`config.mk`:
```
export PLATFORM = sky130hd
export DESIGN_NAME = alu_arbiter
export DESIGN_NICKNAME = d
export VERILOG_FILES = /design/src/rtl/alu_pkg.sv /design/src/rtl/alu_arbiter_rr_arb2.sv /design/src/rtl/alu_arbiter.sv
export SDC_FILE = /design/constraint.sdc
export NUM_CORES = 1
export LEC_CHECK = 0
export CAP_MARGIN = 5
export CORE_AREA = 2 2 211 213
export DETAILED_ROUTE_END_ITERATION = 6
export DIE_AREA = 0 0 213 215
export PLACE_DENSITY = 0.59
export SYNTH_ARGS = -nofsm -noshare
export SYNTH_HDL_FRONTEND = slang
export SYNTH_HIERARCHICAL = 1
export SYNTH_SLANG_ARGS = --single-unit
export TNS_END_PERCENT = 30
```
`constraint.sdc`:
```
create_clock -name clk -period 2.6 [get_ports clk]
set_input_delay 0.65 -clock clk [delete_from_list [all_inputs] [get_ports clk]]
set_output_delay 0.65 -clock clk [all_outputs]
set_load 0.02 [all_outputs]
```
`src/rtl/alu_pkg.sv`:
```
// Shared definitions for the ALU arbiter: op codes, FSM states, flag bit positions.
package alu_pkg;

  // ALU op codes; 3'b001 and 3'b111 are deliberately absent (illegal).
  typedef enum logic [2:0] {
    OP_PASS_B = 3'b000,
    OP_ADD    = 3'b010,
    OP_SUB    = 3'b011,
    OP_AND    = 3'b100,
    OP_OR     = 3'b101,
    OP_XOR    = 3'b110
  } alu_op_t;

  // Arbiter sequencing states.
  typedef enum logic [1:0] {
    ST_IDLE  = 2'd0,
    ST_ISSUE = 2'd1,
    ST_RESP  = 2'd2
  } state_t;

  // Bit positions inside the {negative, zero, overflow, carryOut} flag vector.
  localparam int FLAG_CARRY = 0;
  localparam int FLAG_OVF   = 1;
  localparam int FLAG_ZERO  = 2;
  localparam int FLAG_NEG   = 3;
  localparam int NUM_FLAGS  = 4;

  // True for op codes the ALU understands.
  function automatic logic is_legal_op(input logic [2:0] code);
    case (code)
      OP_PASS_B, OP_ADD, OP_SUB, OP_AND, OP_OR, OP_XOR: return 1'b1;
      default:                                           return 1'b0;
    endcase
  endfunction

endpackage

```
`src/rtl/alu_arbiter_rr_arb2.sv`:
```
// Two-way round-robin grant picker: a lone requester always wins, a tie goes
// to the requester that was not served last.
module rr_arb2 (
  input  logic [1:0] req,
  input  logic       last,
  output logic [1:0] gnt
);

  // Pick a one-hot grant from the request pair and the last-served pointer.
  always_comb begin
    // NOTE: assign every combinational output a default first so no path leaves it unassigned (which would infer a latch).
    gnt = 2'b00;
    case (req)
      2'b01:   gnt = 2'b01;
      2'b10:   gnt = 2'b10;
      2'b11:   gnt = last ? 2'b01 : 2'b10;
      default: gnt = 2'b00;
    endcase
  end

endmodule

```
`src/rtl/alu_arbiter.sv`:
```
// Arbitrates two requesters onto one shared combinational ALU. Each op runs
// IDLE (accept) -> ISSUE (drive ALU, capture result) -> RESP (hold result
// until the granted requester takes it).
module alu_arbiter
  import alu_pkg::*;
#(
  parameter int WIDTH = 64
) (
  input  logic                  clk,
  input  logic                  reset,
  input  logic [1:0]            req_valid,
  output logic [1:0]            req_ready,
  input  logic [1:0][WIDTH-1:0] req_A,
  input  logic [1:0][WIDTH-1:0] req_B,
  input  logic [1:0][2:0]       req_ctrl,
  output logic [1:0]            rsp_valid,
  input  logic [1:0]            rsp_ready,
  output logic [WIDTH-1:0]      rsp_out,
  output logic [3:0]            rsp_flags,
  output logic                  rsp_err,
  output logic [WIDTH-1:0]      alu_A,
  output logic [WIDTH-1:0]      alu_B,
  output logic [2:0]            alu_ctrl,
  input  logic [WIDTH-1:0]      alu_out,
  input  logic                  alu_negative,
  input  logic                  alu_zero,
  input  logic                  alu_overflow,
  input  logic                  alu_carryOut
);

  state_t               r_state;
  state_t               w_next_state;
  logic                 r_last;        // requester served by the previous completed op
  logic                 r_gnt_idx;     // requester owning the in-flight op
  logic [WIDTH-1:0]     r_a;
  logic [WIDTH-1:0]     r_b;
  logic [2:0]           r_ctrl;
  logic [WIDTH-1:0]     r_rsp_out;
  logic [NUM_FLAGS-1:0] r_rsp_flags;
  logic                 r_rsp_err;

  logic [1:0]           w_gnt;
  logic                 w_gnt_idx;
  logic                 w_accept;
  logic                 w_rsp_hs;
  logic                 w_legal;

  rr_arb2 u_rr_arb2 (
    .req  (req_valid),
    .last (r_last),
    .gnt  (w_gnt)
  );

  assign w_gnt_idx = w_gnt[1];
  assign w_accept  = (r_state == ST_IDLE) && (|req_valid);
  // Only the granted requester's ready can complete the response.
  assign w_rsp_hs  = (r_state == ST_RESP) && rsp_ready[r_gnt_idx];
  assign w_legal   = is_legal_op(r_ctrl);

  assign rsp_out   = r_rsp_out;
  assign rsp_flags = r_rsp_flags;
  assign rsp_err   = r_rsp_err;

  // State register; reset abandons any in-flight op.
  always_ff @(posedge clk) begin
    // NOTE: sequential state uses non-blocking assignments so every register samples pre-edge values.
    if (reset) r_state <= ST_IDLE;
    else       r_state <= w_next_state;
  end

  // Next-state logic; requests are not queued, so req_valid matters only in IDLE.
  always_comb begin
    w_next_state = r_state;
    case (r_state)
      ST_IDLE:  if (|req_valid) w_next_state = ST_ISSUE;
      ST_ISSUE: w_next_state = ST_RESP;
      ST_RESP:  if (rsp_ready[r_gnt_idx]) w_next_state = ST_IDLE;
      default:  w_next_state = ST_IDLE;
    endcase
  end

  // State-decoded outputs: accept strobe, response valid and the ALU drive.
  always_comb begin
    req_ready = 2'b00;
    rsp_valid = 2'b00;
    alu_A     = '0;
    alu_B     = '0;
    alu_ctrl  = 3'b000;
    case (r_state)
      ST_IDLE: begin
        if (!reset) req_ready = w_gnt;
      end
      ST_ISSUE: begin
        alu_A    = r_a;
        alu_B    = r_b;
        // An illegal code never reaches the ALU; it sees a harmless pass-B.
        alu_ctrl = w_legal ? r_ctrl : OP_PASS_B;
      end
      ST_RESP: begin
        rsp_valid[r_gnt_idx] = 1'b1;
      end
      default: ;
    endcase
  end

  // Operand latch on accept and result capture at the end of ISSUE.
  always_ff @(posedge clk) begin
    if (reset) begin
      r_a         <= '0;
      r_b         <= '0;
      r_ctrl      <= 3'b000;
      r_gnt_idx   <= 1'b0;
      r_rsp_out   <= '0;
      r_rsp_flags <= '0;
      r_rsp_err   <= 1'b0;
    end else begin
      if (w_accept) begin
        r_a       <= req_A[w_gnt_idx];
        r_b       <= req_B[w_gnt_idx];
        r_ctrl    <= req_ctrl[w_gnt_idx];
        r_gnt_idx <= w_gnt_idx;
      end
      if (r_state == ST_ISSUE) begin
        if (w_legal) begin
          r_rsp_out                <= alu_out;
          r_rsp_flags[FLAG_NEG]    <= alu_negative;
          r_rsp_flags[FLAG_ZERO]   <= alu_zero;
          r_rsp_flags[FLAG_OVF]    <= alu_overflow;
          r_rsp_flags[FLAG_CARRY]  <= alu_carryOut;
          r_rsp_err                <= 1'b0;
        end else begin
          r_rsp_out   <= '0;
          r_rsp_flags <= '0;
          r_rsp_err   <= 1'b1;
        end
      end
    end
  end

  // Round-robin pointer advances only when a response is actually delivered.
  always_ff @(posedge clk) begin
    if (reset)         r_last <= 1'b1;
    else if (w_rsp_hs) r_last <= r_gnt_idx;
  end

endmodule

```
-- After elaboration in Yosys (flattened, before gate mapping)
Index checks and enable logic that the tools add are counted.
Widths: inputs -> output; s select.
- register bits: 204
- input port bits: 336
- word-level logic and storage cells: 58
- magnitude comparators: 3
- eq/ne operators: 12
- muxes and demuxes: 26
- reduce and logical (&&, ||, !) cells: 8
- operators with widths (kind ; number):
    $mux 64 ; 7
    $mux 2 ; 6
    $mux 3 ; 4
    $pmux 2 s3 ; 2
    $eq 3x3->1 const B ; 3
    $eq 2x2->1 const B ; 3
    $eq 3x2->1 const B ; 2
    $reduce_or 6->1 ; 1
    $mux 1 ; 5
    $eq 2x1->1 const B ; 2
    $lt 1x2->1 const B ; 2
    $mux 4 ; 1
    $ne 2x1->1 const B ; 2
    $logic_and 1x1->1 ; 3
    $logic_not 3->1 ; 1
    $logic_not 2->1 ; 1
    $reduce_and 2->1 ; 1
    $reduce_or 2->1 ; 1
    $demux 1 s1 ; 1
    $ge 1x1->1 const B ; 1

-- Depth between registers and ports, before layout
Gate-level depths: netlist of run 1.
- depth after elaboration: 5
- depth in mapped cells: 6
- depth with buffers taken out: 3

-- Hierarchy
Netlist of run 1, hierarchy kept.
- by module, submodules not included (module ; times used ; cells an instance ; area an instance (sq um) ; seq. area each (sq um)):
    alu_arbiter ; 1 ; 930 ; 9073.7 ; 4083.9
    rr_arb2 ; 1 ; 3 ; 18.8 ; 0.0

-- Least setup slack after synthesis of run 1
OpenSTA, ideal clock, no wires.
- path type: input to output
- start point: input req_valid[1]
- end point: output req_ready[1]
- data arrival time: 1.676 ns
- required time: 1.950 ns
- path slack: 0.274 ns
- cell stages on the path: 5
- path buffers: 3
- cells stage by stage: a21boi_0 > buf_2 > buf_2 > buf_2 > and3_1
- longest elaborated chain between the ends: 4
- ends and longest elaborated chain (item ; line ; source):
    from (decl) ; alu_arbiter.sv:11 ; input logic [1:0] req_valid,
    $eq 2x2->1 / $eq 2x1->1 (equally long branches) ; alu_arbiter_rr_arb2.sv:13 ; case (req)
    $pmux 2 s3 (*) ; alu_arbiter_rr_arb2.sv:13 ;
    $mux 2 (*) ; alu_arbiter.sv:91 ; if (!reset) req_ready = w_gnt;
    $mux 2 (*) ; alu_arbiter.sv:89 ; case (r_state)
    to (decl) ; alu_arbiter.sv:12 ; output logic [1:0] req_ready,
Every way passes the cells marked *; elsewhere a longest branch is shown, timed or not.

-- Final worst setup path of run 1
- start point: input req_valid[1]
- end point: output req_ready[1]
- longest elaborated chain between the ends: 4
- ends and longest elaborated chain (item ; line ; source):
    $eq 2x2->1 / $eq 2x1->1 (equally long branches) ; alu_arbiter_rr_arb2.sv:13 ;
    $pmux 2 s3 (*) ; alu_arbiter_rr_arb2.sv:13 ;
    named net w_gnt[1] ; alu_arbiter.sv:42 ; logic [1:0] w_gnt;
    $mux 2 (*) ; alu_arbiter.sv:91 ;
    $mux 2 (*) ; alu_arbiter.sv:89 ;
Mark *: on every way through the listed nets, which the timed path passes. The rest lies on a longest branch.

==> key figures, run 1 <==
Global routing
  – Vias in the first global route: 9057
  – Global-route wire length before repair: about 54000 um
  – Initial antenna violation count: 1
  – Largest net degree at the start of global routing: ~140
  – Gr ovfl total: 0
  – GRT Overall Usage: between 10% and 20%

Synth
  – Share of the yosys chip area belonging to registers: ~45%
  – Number of flops mapped to enable cells by yosys: 0
  – Unique masters post-synth: 27
  – Syn Area/Cell: approximately 9.7 um2
  – Post-Syn Instances: 933
  – Synth warnings: 6
  – Primary FF master, synth: dfxtp_1
  – #FFs+latches synth: approximately 200
  – Synth top area share: between 40% and 50%
  – Synthesized area: 9090 um2
  – Syn nets: ~1.3k
  – Synth top area cells: dfxtp_1 (45%), mux2i_1 (14%), a211oi_1 (11%)
  – Largest area contributor in the netlist: dfxtp_1
  – Post-synthesis async set-or-reset flop share: 0%

Clock tree
  – Clk sink count: around 200
  – H-tree depth: 1
  – Clock Latency Late Sink: about 0.53 ns
  – Hold_buf cts: 0
  – Worst-path clk slew: around 0.06 ns
  – CTS root buffer: clkbuf_16
  – TritonCTS clock tree: done
  – CTS Buf Count: 25
  – Clock Path Buffers: 3

Timing
  – Max Clk Rate: around 0.40 GHz
  – Final worst-path cycle share: between 90 and 100%
  – Worst rel slew slack: a little under two fifths
  – Max-slew violation count: 0
  – Clock skew: 0.00877 ns
  – Worst slew pin tran: 0.948 ns
  – Tmin final: roughly 2.5 ns
  – Final TNS setup: 0 ns
  – RSZ-0062 raised after global routing: no
  – Fin. Hold Viols: 0
  – Final setup violation count: 0

Power
  – Clock share of power: about 37%
  – Switch share: about 29%
  – VDD IR-drop max: approximately 0.34 mV
  – Leak Pwr: between 6 and 7 nW
  – Sequential share of power: about 39%
  – Logic gate share of total power: between 20% and 30%
  – Net switching power: roughly 2.7 mW
  – Pwr dens: ~600 nW/um2
  – Power Internal: 6.72 mW

Placement
  – HPWL Detailed: roughly 25000 um
  – PortBufs: 539
  – Gpl congestion: about 0.8
  – Placed insts: a little under 2k

Routing
  – Drt drc: 0
  – 1st-iter DRT viols: around 500
  – Via count: about 9.1k
  – Vias/cell: 4.47
  – Detailed Route WL: 36600 um
  – WL per Instance: 18.1 um
  – ANT nets after route: 0
  – DR pass1 iterations: 4

Critical path
  – Cells on worst reg2reg path: 5
  – Crit path buffers/inverters: 2
  – R2r endpoint: r_a[46]$_SDFFE_PP0P_
  – Crit-path slowest cell: clkdlybuf4s50_1
  – Reg2reg start: r_state[1]$_SDFFE_PP0P_
  – Top delay family on crit path: buffers and inverters
  – Slowest stage delay, CP: about 0.57 ns
  – CP cell instances: clkdlybuf4s50_1 > a21boi_4 > and3_1 > clkdlybuf4s15_2
  – Crit end category: output port
  – R2R Setup Slk: 0.76 ns
  – Crit path launch type: primary input
  – CP Class: in2out
  – Worst Setup SP: req_valid[1]
  – Worst path arrival time: around 1.9 ns
  – Data required time of the worst path: 1.95 ns
  – CP Max Fanout: 3

Worst hold path
  – Min-Delay Path Class: in2reg
  – Hold path endpoint: r_last$_SDFFE_PP1P_
  – Worst Hold Depth: 3
  – Hold_sp: reset

Floorplanning
  – Num rows: between 70 and 80
  – Initial Util: 20.8%
  – Die Height: 215 um
  – Ports: 540
  – Chip width: roughly 210 um
  – Die ar.: approximately 46000 um2
  – CORE AREA: 43600 um2

Finish
  – ANT cells: 0
  – Fill cell count: 4461
  – Area delta synth->final: 71.7%
  – Nets: approximately 1.8k
  – Layout cells sized above 1: 9.76%
  – Final Non-Filler Cells: around 2.0k

Run
  – Max cap viols: 0

Run status
  – Outcome: finished, final reports clean
==> worst max-delay path by stage <==
stage,depth (start not counted),end
6_report,4,req_ready[1]
5_1_grt,5,alu_A[12]
4_1_cts,5,alu_A[9]
3_5_place_dp,4,req_ready[1]
3_3_place_gp,4,req_ready[1]
2_1_floorplan,5,req_ready[1]
==> power groups by stage <==
stage	clock network (mW)	logic, mW	registers, mW
2_1_floorplan	0	1.10	3.75
3_3_place_gp	0	2.38	3.69
3_5_place_dp	0	2.39	3.70
4_1_cts	3.60	2.35	3.63
5_1_grt	3.69	2.50	3.67
6_report	3.45	2.32	3.64
==> worst min-delay path: cells and delay by family <==
| kind | cells | cell delay [ns] |
|---|---|---|
| buffers and inverters | 2 | 0.18 |
| AO/OA/AOI/OAI | 1 | 0.07 |
==> timing repair <==
action	CTS	global route
resized for setup	188	165
endpoints found under the setup margin	134	107
endpoints found under the hold margin	0	0
buffers inserted	2	0
pin swaps	0	0
gates cloned	1	0
==> per-layer routing <==
metal  global-route usage [%]  part of all wire (%)
met5                        0                 0.035
met4                     3.96                   2.5
met3                     4.19                   8.7
met2                     26.7                    49
met1                     17.5                    40
==> synth_stat cells (3+ instances only) <==
master	number
and3_1	4
a211oi_1	131
mux2i_1	131
nand2b_1	3
nor2_1	7
clkbuf_1	56
a21oi_1	133
and2_1	129
a22o_1	68
buf_2	41
dfxtp_1	204
nand2_1	6
==> sequential cells by signal (all words and copies together) (netlist names) <==
register and cells:
rsp_flags 4, r_gnt_idx 1, r_state 2, r_last 1, r_b 64, r_a 64, r_ctrl 3, rsp_err 1
rsp_out 64
==> through the flow <==
stage | util, % | worst slack [ns] | power, mW | cell area (um2) | hold WS [ns]
finish | 35.8 | 0.0706 | 9.40 | 15600 | 0.412
global route | 35.8 | 0.0000588 | 9.86 | 15600 | 0.414
CTS | 36.2 | 0.000177 | 9.58 | 15800 | 0.368
detailed placement | 34.6 | -0.290 | 6.09 | 15100 | 0.451
global placement | 34.6 | -0.286 | 6.06 | 15100 | 0.444
floorplan | - | 0.274 | 4.85 | 9090 | 0.490
==> cell families after synthesis <==
family | after synthesis | synth area share, %
buf+inv | 103 | 4.98
simple gates | 156 | 10.4
flops | 204 | 44.9
mux | 131 | 14.4
compound gates | 338 | 25.2
xor+xnor | 1 | 0.0963
==> layout by cell type (no fill, tap or decap), types with 2 or more instances in the layout <==
master	instances
buf_16	2
buf_12	10
mux2i_1	131
clkbuf_16	25
dlygate4sd2_1	13
buf_4	9
inv_1	2
nand2_1	6
a21oi_1	133
buf_6	2
a22o_1	68
nand3_1	2
nor2_4	3
clkbuf_1	6
clkbuf_8	8
nand2b_1	3
and2_1	128
buf_2	17
clkdlybuf4s50_1	403
clkbuf_2	53
nor2_1	4
a211oi_1	131
clkdlybuf4s15_1	49
dfxtp_1	204
clkdlybuf4s15_2	2
and3_1	4
==> cell type report <==
class,instances,area (um2),area share (%)
clock inverter,3,46.3,0.297
tap,592,741,4.74
sequential,204,4080,26.2
inverter,2,7.51,0.0481
multi-input combinational,626,4610,29.5
clock buffer,39,758,4.86
timing repair buffer,561,5370,34.4
Note: power is estimated with default switching activity, not from simulation.
==> run 2: changes to the inputs <==
--- a/config.mk
+++ b/config.mk
@@ -9,6 +9,7 @@
 export CORE_AREA = 2 2 211 213
 export DETAILED_ROUTE_END_ITERATION = 6
 export DIE_AREA = 0 0 213 215
+export GPL_TIMING_DRIVEN = 0
 export PLACE_DENSITY = 0.59
 export SYNTH_ARGS = -nofsm -noshare
 export SYNTH_HDL_FRONTEND = slang
==> key figures, run 2 (synthesis gave the netlist of run 1 again) <==
Finish
  – Reg area: 4090 um2
  – Nets: 1851
  – Post-route cell area: about 17000 um2
  – Util after Layout: 38.1%
  – Fill cell count: 4429
  – Most common cell after layout, fill and taps aside: clkdlybuf4s50_1
  – Area of the multi-input gates: around 4800 um2
  – Most frequent cells in the layout: clkdlybuf4s50_1 (401), dfxtp_1 (202), a21oi_1 (133)
  – ANT cells: 0
  – Final Non-Filler Cells: 2119
  – Area delta synth->final: 82.8%
  – Layout cells sized above 1: a little over a fifth

Routing
  – Vias/cell: 4.48
  – Uppermost routed layer: met4
  – DR pass1 iterations: 4
  – ANT nets after route: 0
  – Detailed Route WL: between 40000 and 50000 um
  – Met3 wire length: 3270 um
  – WL met1: roughly 17000 um
  – WL per Instance: approximately 20 um
  – Drt drc: 0
  – WL met2: ~20000 um
  – 1st-iter DRT viols: 410
  – Via count: roughly 9.5k

Timing
  – Final hold slack: 0.466 ns
  – Final worst-path cycle share: roughly 100%
  – Final TNS setup: 0 ns
  – Worst slew pin tran: between 0.7 and 0.8 ns
  – Max-slew violation count: 0
  – Final worst setup slack: roughly 0.0087 ns
  – Worst rel slew slack: between 50% and 60%
  – Max Clk Rate: 0.386 GHz
  – Clock skew: about 0.014 ns
  – RSZ-0062 raised after global routing: yes
  – Final setup violation count: 0
  – Tmin final: about 2.6 ns
  – Fin. Hold Viols: 0

Critical path
  – Crit path buffers/inverters: 4
  – CP Class: reg2out
  – Data required time of the worst path: 1.95 ns
  – CP Max Fanout: 6
  – CP cell instances: nor2b_4 > buf_6 > clkbuf_16 > clkbuf_16 > and2_4 > buf_6
  – Top delay family on crit path: buffers and inverters
  – Worst path arrival time: between 1.5 and 2 ns
  – Crit end category: output port
  – Slowest stage delay, CP: 0.35 ns
  – Crit path launch type: flip-flop
  – Crit-path slowest cell: dfxtp_4

Global routing
  – Global-route wire length before repair: about 60000 um
  – Largest net degree at the start of global routing: 20
  – GRT Overall Usage: around 17%
  – Vias in the first global route: 9728
  – Gr ovfl total: 0
  – Initial antenna violation count: 0

Placement
  – PortBufs: approximately 540
  – Gpl congestion: 0.866
  – HPWL Detailed: ~32000 um
  – Setup WS pre-CTS: -1.72 ns
  – Placed insts: roughly 2.1k
  – DP Area: about 15000 um2

Power
  – Pwr dens: approximately 580 nW/um2
  – VDD IR-drop max: approximately 0.39 mV
  – Design Power: 9.69 mW
  – Leak Pwr: ~6.6 nW

Clock tree
  – CTS Buf Count: 24
  – TritonCTS clock tree: done
  – CTS root buffer: clkbuf_16
  – Clk sink count: 204
  – H-tree depth: 1
  – Clock Latency Late Sink: roughly 0.53 ns
  – Hold_buf cts: 0
  – Worst-path clk slew: around 0.060 ns
  – Clock Path Buffers: 3

Floorplanning
  – CORE AREA: roughly 44000 um2
  – Die Height: ~220 um
  – Num rows: 77
  – Ports: 540
  – Die ar.: between 40000 and 50000 um2
  – Chip width: about 210 um
  – Initial Util: 20.8%

Run status
  – Outcome: finished, final reports clean

Run
  – Max cap viols: 0

Worst hold path
  – Min-Delay Path Class: reg2reg
## run 2: layout make-up
| cell class | count | share of cell area (%) |
|---|---|---|
| Clock inverter | 4 | 0.422 |
| Buffer | 99 | 4.16 |
| Sequential cell | 204 | 24.6 |
| Timing Repair Buffer | 558 | 33.4 |
| Multi-Input combinational cell | 626 | 28.6 |
| Tap cell | 592 | 4.46 |
| Clock buffer | 34 | 4.27 |
| Inverter | 2 | 0.0452 |
## run 2: where the power goes
group	switching (mW)	internal, mW
Clock	1.30	2.07
Sequential	0.182	3.47
Combinational	1.28	1.39
## run 2: worst register-to-register path, cell delays in order (launching register included)
cell and delay, ns:
dfxtp_4 0.36, buf_4 0.15, or2_2 0.30, nor2_1 0.56, buf_2 0.41, buf_2 0.33
a211oi_1 0.12
## run 2: metal layers
| metal | global-route usage [%] | vias up |
|---|---|---|
| met3 | 3.90 | 61 |
| met2 | 30.7 | 404 |
| met5 | 0 | - |
| met1 | 20.2 | 4430 |
| met4 | 6.36 | 0 |
| li1 | - | 4604 |
## run 2: what timing repair did
| item | CTS | global route |
|---|---|---|
| setup endpoints to repair | 195 | 104 |
| gates resized for setup | 826 | 37 |
| buffers inserted | 8 | 1 |
| pin swaps | 44 | 18 |
| cloned | 9 | 1 |
## run 2: path summary, 6_finish.rpt
kind | startpoint | end | slack, ns | depth (start not counted)
min | rsp_err$_SDFFE_PP0N_ | rsp_err$_SDFFE_PP0N_ | 0.47 | 2
max | r_state[0]$_SDFFE_PP0P_ | alu_A[45] | 0.009 | 6
min reg2reg | rsp_err$_SDFFE_PP0N_ | rsp_err$_SDFFE_PP0N_ | 0.47 | 2
max reg2reg | r_state[1]$_SDFFE_PP0P_ | r_b[12]$_SDFFE_PP0P_ | 0.24 | 6
